**config.mk**
```make
export PLATFORM = sky130hd
export DESIGN_NAME = video_pattern_gen
export DESIGN_NICKNAME = d
export VERILOG_FILES = /design/src/rtl/video_pattern_gen.sv
export SDC_FILE = /design/constraint.sdc
export NUM_CORES = 1
export LEC_CHECK = 0
export ABC_AREA = 1
export CORE_MARGIN = 5
export CORE_UTILIZATION = 41
export CTS_CLUSTER_SIZE = 12
export DETAILED_ROUTE_END_ITERATION = 16
export PLACE_DENSITY = 0.58
export SLEW_MARGIN = 10
export SYNTH_ARGS = -nofsm -noshare
export SYNTH_HDL_FRONTEND = slang
export SYNTH_SLANG_ARGS = --single-unit
export TNS_END_PERCENT = 50
```
**constraint.sdc**
```tcl
create_clock -name clk -period 2.96 [get_ports clk]
set_input_delay 0.74 -clock clk [delete_from_list [all_inputs] [get_ports clk]]
set_output_delay 0.74 -clock clk [all_outputs]
set_load 0.02 [all_outputs]
```
**src/rtl/video_pattern_gen.sv**
```systemverilog
// Video source for the colour pipeline: CMOS-style frame timing plus a
// key-selectable RGB888 test pattern that switches only at frame boundaries.
module video_pattern_gen #(
    parameter int H_ACTIVE        = 640,
    parameter int H_BLANK         = 160,
    parameter int V_SYNC          = 2,
    parameter int V_BACK          = 33,
    parameter int V_ACTIVE        = 480,
    parameter int V_FRONT         = 10,
    parameter int CLKEN_DIV       = 2,
    parameter int DEBOUNCE_CYCLES = 1000000
) (
    input  logic       clk,
    input  logic       rst_n,
    input  logic       key,
    output logic       post_frame_vsync,
    output logic       post_frame_href,
    output logic       post_frame_clken,
    output logic [7:0] post_img_red,
    output logic [7:0] post_img_green,
    output logic [7:0] post_img_blue
);

    localparam int H_TOTAL = H_ACTIVE + H_BLANK;
    localparam int V_TOTAL = V_SYNC + V_BACK + V_ACTIVE + V_FRONT;
    localparam int V_START = V_SYNC + V_BACK;
    localparam int BAR_W   = H_ACTIVE / 8;
    localparam int X_W     = (H_TOTAL > 1) ? $clog2(H_TOTAL) : 1;
    localparam int Y_W     = (V_TOTAL > 1) ? $clog2(V_TOTAL) : 1;
    localparam int DIV_W   = (CLKEN_DIV > 1) ? $clog2(CLKEN_DIV) : 1;
    localparam int BAR_CW  = (BAR_W > 1) ? $clog2(BAR_W) : 1;
    localparam int DB_W    = $clog2(DEBOUNCE_CYCLES + 1);

    localparam logic [X_W-1:0]    X_LAST       = X_W'(H_TOTAL - 1);
    localparam logic [X_W-1:0]    X_ACT_LAST   = X_W'(H_ACTIVE - 1);
    localparam logic [Y_W-1:0]    Y_LAST       = Y_W'(V_TOTAL - 1);
    localparam logic [Y_W-1:0]    Y_SYNC       = Y_W'(V_SYNC);
    localparam logic [Y_W-1:0]    Y_START      = Y_W'(V_START);
    localparam logic [Y_W-1:0]    Y_ACT_LAST   = Y_W'(V_START + V_ACTIVE - 1);
    localparam logic [DIV_W-1:0]  DIV_LAST     = DIV_W'(CLKEN_DIV - 1);
    localparam logic [BAR_CW-1:0] BAR_LAST     = BAR_CW'(BAR_W - 1);
    localparam logic [DB_W-1:0]   DB_LAST      = DB_W'(DEBOUNCE_CYCLES - 1);

    logic [DIV_W-1:0]  div_cnt;
    logic              tick;
    logic [X_W-1:0]    x;
    logic [Y_W-1:0]    y;
    logic [BAR_CW-1:0] bar_cnt;
    logic [2:0]        bar_idx;
    logic              key_s1;
    logic              key_s2;
    logic              key_db;
    logic [DB_W-1:0]   db_cnt;
    logic              db_fall;
    logic              pending;
    logic [1:0]        pattern;
    logic [7:0]        fc;
    logic              frame_start;
    logic              x_active;
    logic              vsync_c;
    logic              href_c;
    logic [7:0]        ax;
    logic [7:0]        ay;
    logic [23:0]       rgb_c;

    assign tick        = (div_cnt == DIV_LAST);
    assign frame_start = tick && (x == '0) && (y == '0);
    assign x_active    = (x <= X_ACT_LAST);
    assign vsync_c     = (y < Y_SYNC);
    assign href_c      = (y >= Y_START) && (y <= Y_ACT_LAST) && x_active;
    assign ax          = 8'(x);
    assign ay          = 8'(y - Y_START);
    assign db_fall     = key_db && !key_s2 && (db_cnt == DB_LAST);

    always_ff @(posedge clk) begin
        if (!rst_n) begin
            div_cnt <= '0;
        end else if (tick) begin
            div_cnt <= '0;
        end else begin
            div_cnt <= div_cnt + 1'b1;
        end
    end

    // The bar counter tracks x across the active part of the line so the
    // bar index never needs a divide by the bar width.
    always_ff @(posedge clk) begin
        if (!rst_n) begin
            x       <= '0;
            y       <= '0;
            bar_cnt <= '0;
            bar_idx <= '0;
        end else if (tick) begin
            if (x == X_LAST) begin
                x       <= '0;
                bar_cnt <= '0;
                bar_idx <= '0;
                y       <= (y == Y_LAST) ? '0 : y + 1'b1;
            end else begin
                x <= x + 1'b1;
                if (x_active) begin
                    if (bar_cnt == BAR_LAST) begin
                        bar_cnt <= '0;
                        bar_idx <= bar_idx + 1'b1;
                    end else begin
                        bar_cnt <= bar_cnt + 1'b1;
                    end
                end
            end
        end
    end

    // Any bounce back to the accepted level restarts the stability count.
    always_ff @(posedge clk) begin
        if (!rst_n) begin
            key_s1 <= 1'b1;
            key_s2 <= 1'b1;
            key_db <= 1'b1;
            db_cnt <= '0;
        end else begin
            key_s1 <= key;
            key_s2 <= key_s1;
            if (key_s2 == key_db) begin
                db_cnt <= '0;
            end else if (db_cnt == DB_LAST) begin
                db_cnt <= '0;
                key_db <= key_s2;
            end else begin
                db_cnt <= db_cnt + 1'b1;
            end
        end
    end

    always_ff @(posedge clk) begin
        if (!rst_n) begin
            fc      <= '0;
            pattern <= '0;
            pending <= 1'b0;
        end else begin
            if (frame_start) begin
                fc <= fc + 8'd1;
                if (pending) begin
                    pattern <= pattern + 2'd1;
                end
            end
            if (db_fall) begin
                pending <= 1'b1;
            end else if (frame_start) begin
                pending <= 1'b0;
            end
        end
    end

    always_comb begin
        rgb_c = '0;
        case (pattern)
            2'd0: begin
                case (bar_idx)
                    3'd0:    rgb_c = 24'hFFFFFF;
                    3'd1:    rgb_c = 24'hFFFF00;
                    3'd2:    rgb_c = 24'h00FFFF;
                    3'd3:    rgb_c = 24'h00FF00;
                    3'd4:    rgb_c = 24'hFF00FF;
                    3'd5:    rgb_c = 24'hFF0000;
                    3'd6:    rgb_c = 24'h0000FF;
                    default: rgb_c = 24'h000000;
                endcase
            end
            2'd1:    rgb_c = {ax, ax, ax};
            2'd2:    rgb_c = (ax[3] ^ ay[3]) ? 24'hFFFFFF : 24'h000000;
            default: rgb_c = {ax + fc, ay + fc, fc};
        endcase
    end

    // Every output is registered off the same tick so they stay aligned.
    always_ff @(posedge clk) begin
        if (!rst_n) begin
            post_frame_clken <= 1'b0;
            post_frame_vsync <= 1'b0;
            post_frame_href  <= 1'b0;
            post_img_red     <= '0;
            post_img_green   <= '0;
            post_img_blue    <= '0;
        end else begin
            post_frame_clken <= tick;
            if (tick) begin
                post_frame_vsync <= vsync_c;
                post_frame_href  <= href_c;
                {post_img_red, post_img_green, post_img_blue} <= href_c ? rgb_c : 24'h000000;
            end
        end
    end

endmodule

```
==> impl_metrics.ini, run 1 <==
[cts]
postCtsSetupBuffers = 0
post_cts_resized = 0
cts_buffer_depth = 2
cts_max_level = 3
cts_tree = done
clock_sinks = 92
clock_latency_ns = 0.35
cts-root-buf = clkbuf_16
clkTransAtPathRegs_ns = 0.07
hold_buffers = 0
cts_buffers = 9

[route]
via_count = 5284
dr.pass1.iters = 5
antenna_left = 0
vias_per_cell = 4.929
wl_mm = 14.33
drc_errors = 0
post_drt_wl_per_cell_um = 13.37
drt-initial-drc-count = 427

[global_routing]
grt_antenna_before_repair = 0
grt_pass1_wl_mm = 23.99
grt_overflow_total = 0
grtUsageTotal = 0.1823
grt_max_degree = 23
first_global_vias = 4859

[critical_path]
end_kind = flop
cp_max_fo = 7
setup.worst_path.start = y[0]
r2r_start = y[0]
criticalPathCategory = flop to flop
crit_end = post_img_green[3]
arrival_ns = 2.53
required_ns = 3.21
startpoint_type = flop
timing.rr.end = post_img_green[3]
ff2ff_path_depth = 10
r2r_slack_ns = 0.68

[final_layout]
fillers = 1458
utilization = 0.4718
final_common_cell = nand2_1
n_antenna_cell = 0
fin_nets = 924
final_cell_mix = 252 x nand2_1, 107 x inv_1, 92 x dfxtp_1, 75 x nor2_1, 67 x nand3_1
area_growth_pct = 14.04
drive_gt1_frac = 0.07735

[sta]
finalMaxSlewViolations = 0
hold_violations = 0
finalSetupTns_ns = 0
fin_crit_ns = 2.278
fin_crit_sh = 0.7697
maxSlewHeadroom = 0.6292
finalSetupViolations = 0
clock-skew-final_ns = 0.004439
tightestPinTransition_ns = 0.5516
rsz0062_at_grt = false
layout_setup_ws_ns = 0.6818
hold_ws_ns = 0.4133
max_freq_mhz = 438.9

[place]
port_buffers = 29
dp_hpwl_mm = 10.82
place_congestion = 0.8487
dp_slack_ns = 0.5900

[outcome]
outcome = finished, final reports clean

[synth]
synth_cell_types = 42
synth_area_um2 = 5675
async_flop_share = 0
netlist_instances = 854
synth_fp_nets = 890
synth_edf_count = 0
synth_area_per_cell_um2 = 6.646
synth-main-ff-cell = dfxtp_1
yosys_warnings = 0
ys_ff_latch = 92
yosysSeqAreaShare = 0.3245

[floorplan]
die-area_um2 = 16300
pin_count = 30
rows = 43
initial_core_util = 0.4137
die_x_um = 127.7
dieHeight_um = 127.7
core_um2 = 13720

[power]
total_power_uw = 2559
leakage_uw = 0.002761
pwr_density_cell_nw_per_um2 = 395.4
irDropWorstVdd_uv = 198.2

[min_path]
hold_path.class = flop to flop

[job]
cap_violations = 0
==> power breakdown <==
part | switching (uW) | leakage [uW] | internal [uW] | total [uW]
logic | 83.2 | 0.00188 | 42.9 | 126
clock network | 511 | 0.000135 | 655 | 1170
registers | 17.6 | 0.000743 | 1250 | 1270
==> synth_stat cells, types with 4 or more instances <==
cell type,n,share of area
nor2_1,75,0.050
nor2_2,11,0.012
inv_1,107,0.071
nand3b_1,4,0.0053
ha_1,31,0.068
nor3_1,24,0.021
dfxtp_1,92,0.32
nand3_1,67,0.059
clkbuf_1,7,0.0046
or2_2,9,0.0099
xor2_1,14,0.022
inv_2,4,0.0026
nand2_2,6,0.0066
o21ai_0,20,0.018
xnor2_1,6,0.0093
nand4_1,25,0.028
a21oi_1,56,0.049
nor3b_1,4,0.0053
nand2_1,252,0.17
==> worst max-delay path, stage by stage, from the launching register on <==
cell	delay, ns
dfxtp_1	0.36
ha_1	0.28
xnor2_1	0.29
ha_1	0.37
nand2_1	0.13
nand3_1	0.15
or2_2	0.30
a21oi_1	0.12
nor2_1	0.06
nand2_1	0.08
nand2_1	0.04
==> layout make-up <==
cell class / instances / area, um^2 / area share
Clock buffer: 10 / 229.0 / 0.03538
Inverter: 111 / 416.7 / 0.06437
Clock inverter: 5 / 62.56 / 0.009666
Timing Repair Buffer: 38 / 370.4 / 0.05722
Multi-Input combinational cell: 636 / 3327 / 0.5140
Tap cell: 180 / 225.2 / 0.03480
Sequential cell: 92 / 1842 / 0.2846
==> cell families (layout without fill, tap and decap cells) <==
| logic type | after synthesis | count (layout) | share of synthesized area |
|---|---|---|---|
| simple gates | 493 | 493 | 0.3937 |
| buf+inv | 126 | 164 | 0.08928 |
| flops | 92 | 92 | 0.3245 |
| compound gates | 90 | 90 | 0.08620 |
| fa+ha+maj | 33 | 33 | 0.07540 |
| xor+xnor | 20 | 20 | 0.03086 |
==> flip-flops by register name, summed over array words and instances (netlist names), 2 cells and up <==
signal / cells
fc: 8
bar_idx: 3
db_cnt: 20
post_img_blue: 8
pattern: 2
bar_cnt: 7
x: 10
y: 10
post_img_red: 8
post_img_green: 8
==> layer usage <==
metal / track usage / part of all wire / routed length (um) / up-vias
met5: 0 / 0 / 0 / -
met4: 0.06367 / 0.015 / 210 / 0
met3: 0.02375 / 0.041 / 587 / 15
met2: 0.2945 / 0.44 / 6352 / 99
met1: 0.2511 / 0.50 / 7183 / 2357
li1: - / - / - / 2813
==> how the worst min path moves through the flow <==
stage	from	to	slack, ns	cells after the start
final	key_s1	key_s2	0.41	1
after CTS	key_s1	key_s2	0.42	1
after detailed placement	key_s1	key_s2	0.40	1
after global routing	key_s1	key_s2	0.44	1
after floorplan	key_s1	key_s2	0.39	1
after global placement	key_s1	key_s2	0.40	1
==> stage by stage <==
step | area [um^2] | cells
detailed placement | 6181 | 1057
global placement | 6181 | 1057
CTS | 6472 | 1072
finish | 6472 | 1072
floorplan | 5675 | 854
global route | 6472 | 1072
Note: power is estimated with default switching activity, not from simulation.
==> run 2, diff against run 1 <==
--- a/config.mk
+++ b/config.mk
@@ -10,7 +10,7 @@
 export CORE_UTILIZATION = 41
 export CTS_CLUSTER_SIZE = 12
 export DETAILED_ROUTE_END_ITERATION = 16
-export PLACE_DENSITY = 0.58
+export PLACE_DENSITY = 0.6
 export SLEW_MARGIN = 10
 export SYNTH_ARGS = -nofsm -noshare
 export SYNTH_HDL_FRONTEND = slang
==> constraint.sdc (replaced) <==
create_clock -name clk -period 2 [get_ports clk]
set_input_delay 0.5 -clock clk [delete_from_list [all_inputs] [get_ports clk]]
set_output_delay 0.5 -clock clk [all_outputs]
set_load 0.02 [all_outputs]
==> impl_metrics.ini, run 2 (synthesized netlist as in run 1, its figures left out) <==
[cts]
cts_buffers = 9
clock_sinks = 92
cts_buffer_depth = 2
hold_buffers = 0
clkTransAtPathRegs_ns = 0.07
cts_max_level = 3
cts_tree = done
clock_latency_ns = 0.36
cts-root-buf = clkbuf_16

[route]
drt-initial-drc-count = 513
highest_layer = met4
wl_met3_um = 566
wl_met1_mm = 7.438
post_drt_wl_per_cell_um = 13.24
vias_per_cell = 4.837
wl_mm = 14.79
antenna_left = 0
drc_errors = 0
via_count = 5403
met2_length_mm = 6.515
dr.pass1.iters = 5

[critical_path]
r2r_slack_ns = 0.04
startpoint_type = flop
criticalPathCategory = flop to flop
ff2ff_path_depth = 16
required_ns = 2.26
crit_end = post_img_green[7]
cp_max_fo = 4
r2r_start = y[0]
arrival_ns = 2.21
end_kind = flop
setup.worst_path.start = y[0]
timing.rr.end = post_img_green[7]

[sta]
maxSlewHeadroom = 0.6616
finalSetupTns_ns = 0
clock-skew-final_ns = 0.005133
hold_ws_ns = 0.4171
finalSetupViolations = 0
rsz0062_at_grt = true
fin_crit_ns = 1.957
fin_crit_sh = 0.9787
hold_violations = 0
tightestPinTransition_ns = 0.5034
layout_setup_ws_ns = 0.04251
max_freq_mhz = 510.9
finalMaxSlewViolations = 0

[final_layout]
fin_nets = 968
drive_gt1_frac = 0.1419
fillers = 1411
final_cell_mix = 250 x nand2_1, 105 x inv_1, 88 x dfxtp_1, 74 x nor2_1, 66 x nand3_1
regMostFlops = db_cnt
n_antenna_cell = 0
final_common_cell = nand2_1
postLayoutCellArea_um2 = 6939
reg_top3 = db_cnt: 20 flops, x: 10 flops, y: 10 flops
area_growth_pct = 22.27
largest_reg_flops = 20

[job]
cap_violations = 0

[power]
pwr_density_cell_nw_per_um2 = 547.9
combPwrFrac = 0.058
power_frac_clock = 0.451
power.internal_uw = 2807
seq_power_share = 0.491
irDropWorstVdd_uv = 416.9
leakage_uw = 0.003005
power.switching_uw = 995.4
netSwitchingFraction = 0.2618

[global_routing]
grt_overflow_total = 0
grt_max_degree = 27
first_global_vias = 5096
grt_antenna_before_repair = 0
grtUsageTotal = 0.1879
grt_pass1_wl_mm = 24.71

[place]
place_congestion = 0.8624
dp_hpwl_mm = 11.29
dp_slack_ns = -0.05739
place_area_um2 = 6506
port_buffers = 29

[floorplan]
die-area_um2 = 16300
rows = 43
core_um2 = 13720
die_x_um = 127.7
initial_core_util = 0.4137
dieHeight_um = 127.7
pin_count = 30

[min_path]
hold_path.class = flop to flop
whs_path_depth = 1

[outcome]
outcome = finished, final reports clean
-- run 2: cell types whose count changed in the layout (fill, tap and decap cells not counted), sizes merged --
cell,change
inv,+4
clkbuf,-1
buf,+44
bufinv,-1
clkinv,-1
-- run 2: worst min-delay path by stage --
stage                start     end  slack (ns)
floorplan           key_s1  key_s2        0.39
global placement    key_s1  key_s2        0.39
detailed placement  key_s1  key_s2        0.41
CTS                 key_s1  key_s2        0.42
global route        key_s1  key_s2        0.46
finish              key_s1  key_s2        0.42
-- run 2: power groups by stage --
stage	clock network (uW)	logic [uW]	registers (uW)
floorplan	0	129	1910
global placement	0	214	1910
detailed placement	0	214	1910
CTS	1780	216	1870
global route	1840	246	1870
finish	1720	220	1870
-- run 2: per-stage QoR --
step | power [uW] | instances | utilization
2_1_floorplan | 2038 | 854 | -
3_3_place_gp | 2125 | 1097 | 0.4742
3_5_place_dp | 2125 | 1097 | 0.4742
4_1_cts | 3862 | 1113 | 0.4979
5_1_grt | 3953 | 1117 | 0.5058
6_report | 3802 | 1117 | 0.5058
-- run 2: final cells by class --
| type | count | area (um^2) | area share |
|---|---|---|---|
| tap | 180 | 225.2 | 0.03246 |
| inverter | 111 | 416.7 | 0.06004 |
| clock buffer | 9 | 225.2 | 0.03246 |
| timing repair buffer | 82 | 725.7 | 0.1046 |
| sequential | 92 | 1852 | 0.2669 |
| multi-input combinational | 636 | 3431 | 0.4944 |
| clock inverter | 7 | 63.81 | 0.009196 |
-- run 2: critical path: stages, from the launching register on --
cell	delay, ns
dfxtp_4	0.38
ha_4	0.18
nor2_2	0.11
nand2_2	0.07
nand2_4	0.06
xor2_1	0.14
ha_1	0.27
nand2_1	0.09
inv_1	0.04
nand2_1	0.05
nand2_1	0.06
a21oi_2	0.13
inv_1	0.05
nand2_1	0.06
nand3_1	0.06
nand2_1	0.06
nand2_1	0.04
-- run 2: routing by layer --
| layer | vias to the layer above | global-route usage |
|---|---|---|
| li1 | 2904 | - |
| met4 | 0 | 0.06866 |
| met2 | 89 | 0.2976 |
| met5 | - | 0 |
| met3 | 17 | 0.02375 |
| met1 | 2393 | 0.2630 |
-- run 2: repair_timing --
action | 4_1_cts | 5_1_grt
setup endpoints to repair | 3 | 7
buffers inserted | 0 | 4
hold endpoints to repair | 0 | 0
pin swaps | 0 | 3
gates resized for setup | 6 | 18
